==> config.mk <==
export PLATFORM = sky130hd
export DESIGN_NAME = seq_multiplier_ctrl
export DESIGN_NICKNAME = d
export VERILOG_FILES = /design/src/rtl/seq_multiplier_ctrl.sv
export SDC_FILE = /design/constraint.sdc
export NUM_CORES = 1
export LEC_CHECK = 0
export CAP_MARGIN = 20
export CORE_MARGIN = 5
export CORE_UTILIZATION = 51
export CTS_BUF_LIST = sky130_fd_sc_hd__clkbuf_8
export DETAILED_ROUTE_END_ITERATION = 12
export PLACE_DENSITY = 0.73
export SLEW_MARGIN = 0
export SYNTH_ARGS = -nofsm -noshare
export SYNTH_HDL_FRONTEND = slang
export SYNTH_SLANG_ARGS = --single-unit
==> constraint.sdc <==
create_clock -name clk -period 1.9 [get_ports clk]
set_clock_uncertainty 0.05 [all_clocks]
set_input_delay 0.38 -clock clk [delete_from_list [all_inputs] [get_ports clk]]
set_output_delay 0.38 -clock clk [all_outputs]
set_load 0.01 [all_outputs]
==> src/rtl/seq_multiplier_ctrl.sv <==
// Shift-and-add unsigned multiplier controller: one add/shift iteration per
// clock on a single 2*WIDTH-bit adder, fixed WIDTH-cycle latency, done strobe.
module seq_multiplier_ctrl #(
  parameter int WIDTH = 4
) (
  input  logic                 clk,
  input  logic                 rst,
  input  logic                 start,
  input  logic [WIDTH-1:0]     A,
  input  logic [WIDTH-1:0]     B,
  output logic                 busy,
  output logic                 done,
  output logic [2*WIDTH-1:0]   P
);

  localparam int PW = 2 * WIDTH;
  localparam int CW = (WIDTH > 1) ? $clog2(WIDTH) : 1;
  localparam logic [CW-1:0] LAST_ITER = CW'(WIDTH - 1);

  typedef enum logic [1:0] {
    IDLE = 2'd0,
    CALC = 2'd1,
    DONE = 2'd2
  } state_t;

  state_t           state, state_next;
  logic [PW-1:0]    acc;
  logic [PW-1:0]    mc;
  logic [WIDTH-1:0] mp;
  logic [CW-1:0]    cnt;

  logic             accept;
  logic             iterate;
  logic             last_iter;
  logic [PW-1:0]    acc_step;

  // The one shared adder: partial product is added only when the current
  // multiplier bit is set. Operands are bounded so the sum never overflows PW.
  assign acc_step  = mp[0] ? (acc + mc) : acc;
  assign last_iter = (cnt == LAST_ITER);

  always_comb begin
    // NOTE: every signal gets a default first so no path leaves it unassigned,
    // which would otherwise infer a latch.
    state_next = state;
    accept     = 1'b0;
    iterate    = 1'b0;
    busy       = 1'b0;
    done       = 1'b0;
    unique case (state)
      IDLE: begin
        if (start) begin
          accept     = 1'b1;
          state_next = CALC;
        end
      end
      CALC: begin
        busy    = 1'b1;
        iterate = 1'b1;
        if (last_iter) state_next = DONE;
      end
      DONE: begin
        done       = 1'b1;
        state_next = IDLE;
      end
      default: state_next = IDLE;
    endcase
  end

  always_ff @(posedge clk or posedge rst) begin
    if (rst) begin
      state <= IDLE;
    end else begin
      // NOTE: sequential state uses non-blocking assignments so every register
      // samples pre-edge values regardless of statement order.
      state <= state_next;
    end
  end

  // NOTE: the datapath registers are plain flops (no memory array), so they
  // are all cleared by reset to give an aborted operation a clean restart.
  always_ff @(posedge clk or posedge rst) begin
    if (rst) begin
      acc <= '0;
      mc  <= '0;
      mp  <= '0;
      cnt <= '0;
      P   <= '0;
    end else if (accept) begin
      acc <= '0;
      mc  <= {{WIDTH{1'b0}}, A};
      mp  <= B;
      cnt <= '0;
    end else if (iterate) begin
      acc <= acc_step;
      mc  <= mc << 1;
      mp  <= mp >> 1;
      cnt <= cnt + 1'b1;
      // Product register captures the final sum, including this iteration's add.
      if (last_iter) P <= acc_step;
    end
  end

endmodule
# --- Word level (Yosys, flattened, before mapping) ---
# Cells that the tools add are included.
# Widths: inputs -> output; s select.
word_totals:
  latch_bits: 0
  input_bits: 11
  ramBits: 0
  out_inout_bits: 10
  wordCells: 34
  ff_bits: 32
  mem_bits_ro: 0
  mem_count: 0
op_classes:
  magnitude_cmp: 0
  n_div: 0
  add_sub_neg: 2
  bitwise: 1
  eq_ne: 5
  mux: 16
  shifts: 0
  n_reduce_logical: 4
  mul: 0
op_table:
  columns: ["operator", "n"]
  rows:
  - ["$mux 8", 5]
  - ["$add 8x8->8", 1]
  - ["$mux 2", 4]
  - ["$mux 4", 2]
  - ["$eq 2x2->1 const B", 2]
  - ["$mux 1", 4]
  - ["$ne 2x2->1 const B", 2]
  - ["$pmux 2 s2", 1]
  - ["$reduce_and 3->1", 1]
  - ["$add 2x1->2 const B", 1]
  - ["$eq 2x1->1 const B", 1]
  - ["$logic_not 2->1", 1]
  - ["$reduce_and 2->1", 1]
  - ["$reduce_bool 2->1", 1]
  - ["$not 1->1", 1]

# --- Longest topological paths before layout ---
logic_depth:
  ltp_word: 4
  depth_mapped: 7
  depth_no_buf: 7

# --- Least setup slack after synthesis ---
# OpenSTA, ideal clock, no wires.
synth_path:
  kind: "register to register"
  startpoint: "reg acc[0]"
  endpoint: "reg P[6]"
  path_buffers: 0
  slack_ns: 0.023
  arrival_time_ns: 1.707
  setup_time_ns: 0.120
  path_stages_with_launch: 7
  period_less_slack_ns: 1.877
  cell_sequence: "dfrtp_1 > ha_1 > fa_1 > a21o_1 > a41oi_1 > xnor2_1 > a31o_1"
synth_between:
  elab_chain_len: 2
synth_rtl:
  columns: ["element", "line_no", "text"]
  rows:
  - ["start: declaration", "27", "logic [PW-1:0] acc;"]
  - ["start signal: assignment", "95", "acc <= acc_step;"]
  - ["$add 8x8->8", "39", "assign acc_step = mp[0] ? (acc + mc) : acc;"]
  - ["$mux 8", "39", null]
  - ["end signal: assignment", "100", "if (last_iter) P <= acc_step;"]
  - ["end: declaration", "13", "output logic [2*WIDTH-1:0] P"]
# No other way between the ends.
# A chain may end at the register's enable or synchronous reset.

# --- Worst setup path after layout ---
layout_path:
  startpoint: "reg acc[0]"
  endpoint: "reg P[4]"
# Same word-level chain as after synthesis.

==> flow_summary.ini <==
[placement]
post-place-ws_ns = -0.0904
gp_congestion = 0.749
dp_hpwl_um = 2650
portBuffers = 20
place_area_mm2 = 0.00201

[global_route]
track_usage_pct = 19.1
overflow = 0
antenna_found_initial = 0
grt_max_degree = 33
grt_pass1_vias = 1394
grt_pass1_wl_um = 6360

[worst_setup_path]
cp.required_ns = 2.06
critPathMaxFanout = 2
slowest_stage = dfrtp_1
worstPathArrival_ns = 1.98
crit_start = acc[0]$_DFFE_PP0P_
r2r_start = acc[0]$_DFFE_PP0P_
max_stage_delay_ns = 0.39
ff2ff_path_depth = 7
startpoint_type = register
r2r-end = P[4]$_DFFE_PP0P_
critPathKind = register to register
rrSetupSlack_ns = 0.08
end_kind = register
path_cells = ha_2, fa_2, a21o_1, a21oi_2, xnor2_1, mux2i_1, o21ai_1

[synth]
ys_types = 39
yosysSeqAreaShare_pct = 47.0
avgSynthCellArea_um2 = 10.2
ys_warn_count = 0
syn_area_mm2 = 0.00170
synth_seq_cells = 32
async_flop_share_pct = 100
synth-main-ff-cell = dfrtp_1
synthCells = 167
syn-num-nets = 187
synth-edff-count = 0

[sta]
rsz0062_at_grt = true
finalCritPeriodShare_pct = 95.9
drv_slew = 0
finalSetupViolations = 0
timing_worst_slew_pin_value_ns = 0.645
fin_crit_ns = 1.82
finalHoldViolations = 0
slew_headroom_pct = 56.9
max_freq_mhz = 549
worst_slack_ns = 0.0777

[cells_and_area]
n_antenna_cell = 0
nNetsFinal = 218
synthToLayoutAreaGrowth_pct = 28.2
final_common_cell = dfrtp_1
mostFrequentLayoutCells = dfrtp_1 (31), nand2_1 (23), o21ai_0 (18), clkdlybuf4s50_1 (18)
layout-drive-gt1-share_pct = 17.2
fill_cells = 265
design_area_mm2 = 0.00218

[power]
p_per_area_mw_per_mm2 = 1550
p_leak_nw = 0.926
p_clk_share_pct = 16.4
ir_worst_vdd_mv = 0.972
totalPowerFinal_mw = 3.39
p_comb_share_pct = 47.7
internal_power_mw = 2.07
p_switching_mw = 1.31
seq_power_share_pct = 35.9
p_sw_share_pct = 38.8

[cts]
cts_buffers = 5
cts_tree = built
clock_latency_ns = 0.28
clockBufferDepth = 2
cts.sinks = 32
path_clk_slew_ns = 0.06
cts_root_buffer = clkbuf_8
cts_setup_buffers = 0
htree_levels = 2
postCtsHoldBufs = 0

[route]
dr.pass1.iters = 4
num_vias = 1352
detail-route-antenna-nets = 0
drc = 0
vias_per_cell = 5.54
wire_per_inst_um = 14.9
drt_iter0_markers = 80
route.final.wire_length_um = 3640

[flow_run]
drv_cap = 0

[floorplan]
rows = 21
die-area_mm2 = 0.00460
placeableCoreArea_mm2 = 0.00328
die_w_um = 67.8
start_util_pct = 51.9
die_height_um = 67.8
pin_count = 21

[worst_hold_path]
min_path_type = input pin to asynchronous set/reset pin

[run_status]
status = completed
metal layers:
| layer | global-route usage [%] | part of all wire [%] | up-vias |
|---|---|---|---|
| li1 | - | - | 671 |
| met1 | 22.5 | 44 | 644 |
| met2 | 31.6 | 49 | 32 |
| met3 | 6.16 | 4.8 | 5 |
| met4 | 8.93 | 2.1 | 0 |
| met5 | 0 | 0 | - |
flip-flops by register name, indices dropped and copies added (netlist names):
signal	flops
acc	8
P	8
mc	8
mp	4
cnt	2
state	2
power by group through the flow:
stage | registers (mW) | clock network [mW] | logic, mW
4_1_cts | 1.18 | 0.569 | 1.56
6_report | 1.22 | 0.556 | 1.61
2_1_floorplan | 1.15 | 0 | 1.02
5_1_grt | 1.26 | 0.598 | 1.82
3_3_place_gp | 1.16 | 0 | 1.47
3_5_place_dp | 1.19 | 0 | 1.53
cell usage after synthesis, drive strengths merged (4+ instances only):
cell | n | area share (%)
o21bai | 4 | 1.8
mux2i | 5 | 2.9
clkbuf | 4 | 0.88
a22oi | 7 | 3.1
ha | 8 | 5.9
a22o | 11 | 5.7
o21ai | 21 | 6.4
a21oi | 7 | 2.3
xnor2 | 5 | 2.6
nor3 | 4 | 1.2
dfrtp | 32 | 47
nand2 | 23 | 5.1
nor2b | 6 | 2.2
worst max path at each step:
| stage | endpoint | slack (ns) | cells after the start |
|---|---|---|---|
| after floorplan | P[6]$_DFFE_PP0P_ | 0.02 | 6 |
| after global placement | P[6]$_DFFE_PP0P_ | -0.004 | 6 |
| after detailed placement | P[6]$_DFFE_PP0P_ | -0.09 | 6 |
| after CTS | P[7]$_DFFE_PP0P_ | 0.009 | 6 |
| after global routing | P[7]$_DFFE_PP0P_ | -0.02 | 6 |
| final | P[4]$_DFFE_PP0P_ | 0.08 | 7 |
critical path: cells and delay by family, from the launching register on:
family                   cells  cell delay [ns]
XOR/XNOR                     1             0.16
multiplexers                 1             0.11
flip-flops                   1             0.39
adder cells (fa/ha/maj)      2             0.55
AO/OA/AOI/OAI                3             0.48
stage by stage:
stage | util, % | TNS, ns | std cells | hold slack (ns)
after floorplan | - | 0 | 167 | 0.401
after global placement | 61.3 | -0.00397 | 237 | 0.412
after detailed placement | 61.3 | -0.178 | 237 | 0.421
after CTS | 64.8 | 0 | 244 | 0.430
after global routing | 66.5 | -0.0173 | 244 | 0.452
final | 66.5 | 0 | 244 | 0.421
area by class of cell:
cell class | count | area (µm²) | area share [%]
tap | 46 | 57.6 | 2.63
inverter | 4 | 15.0 | 0.687
timing repair buffer | 31 | 284 | 13.0
multi-input combinational | 124 | 930 | 42.6
sequential | 32 | 802 | 36.7
clock buffer | 7 | 96.3 | 4.41
logic make-up after synthesis:
kind of cell               count (synthesis)  synth area share (%)
AOI/OAI and AO/OA                         61                  25.0
xor gates and xnor gates                   5                  2.57
adders and majority gates                  9                  7.05
buffers and inverters                     11                  2.64
DFF                                       32                  47.0
muxes                                      5                  2.94
and+or+nand+nor                           44                  12.8
what timing repair did:
action | in CTS | in global routing
gates resized for setup | 5 | 10
endpoints found under the setup margin | 5 | 5
pin swaps | 1 | 1
No activity file was read; power rests on OpenSTA's default activity.
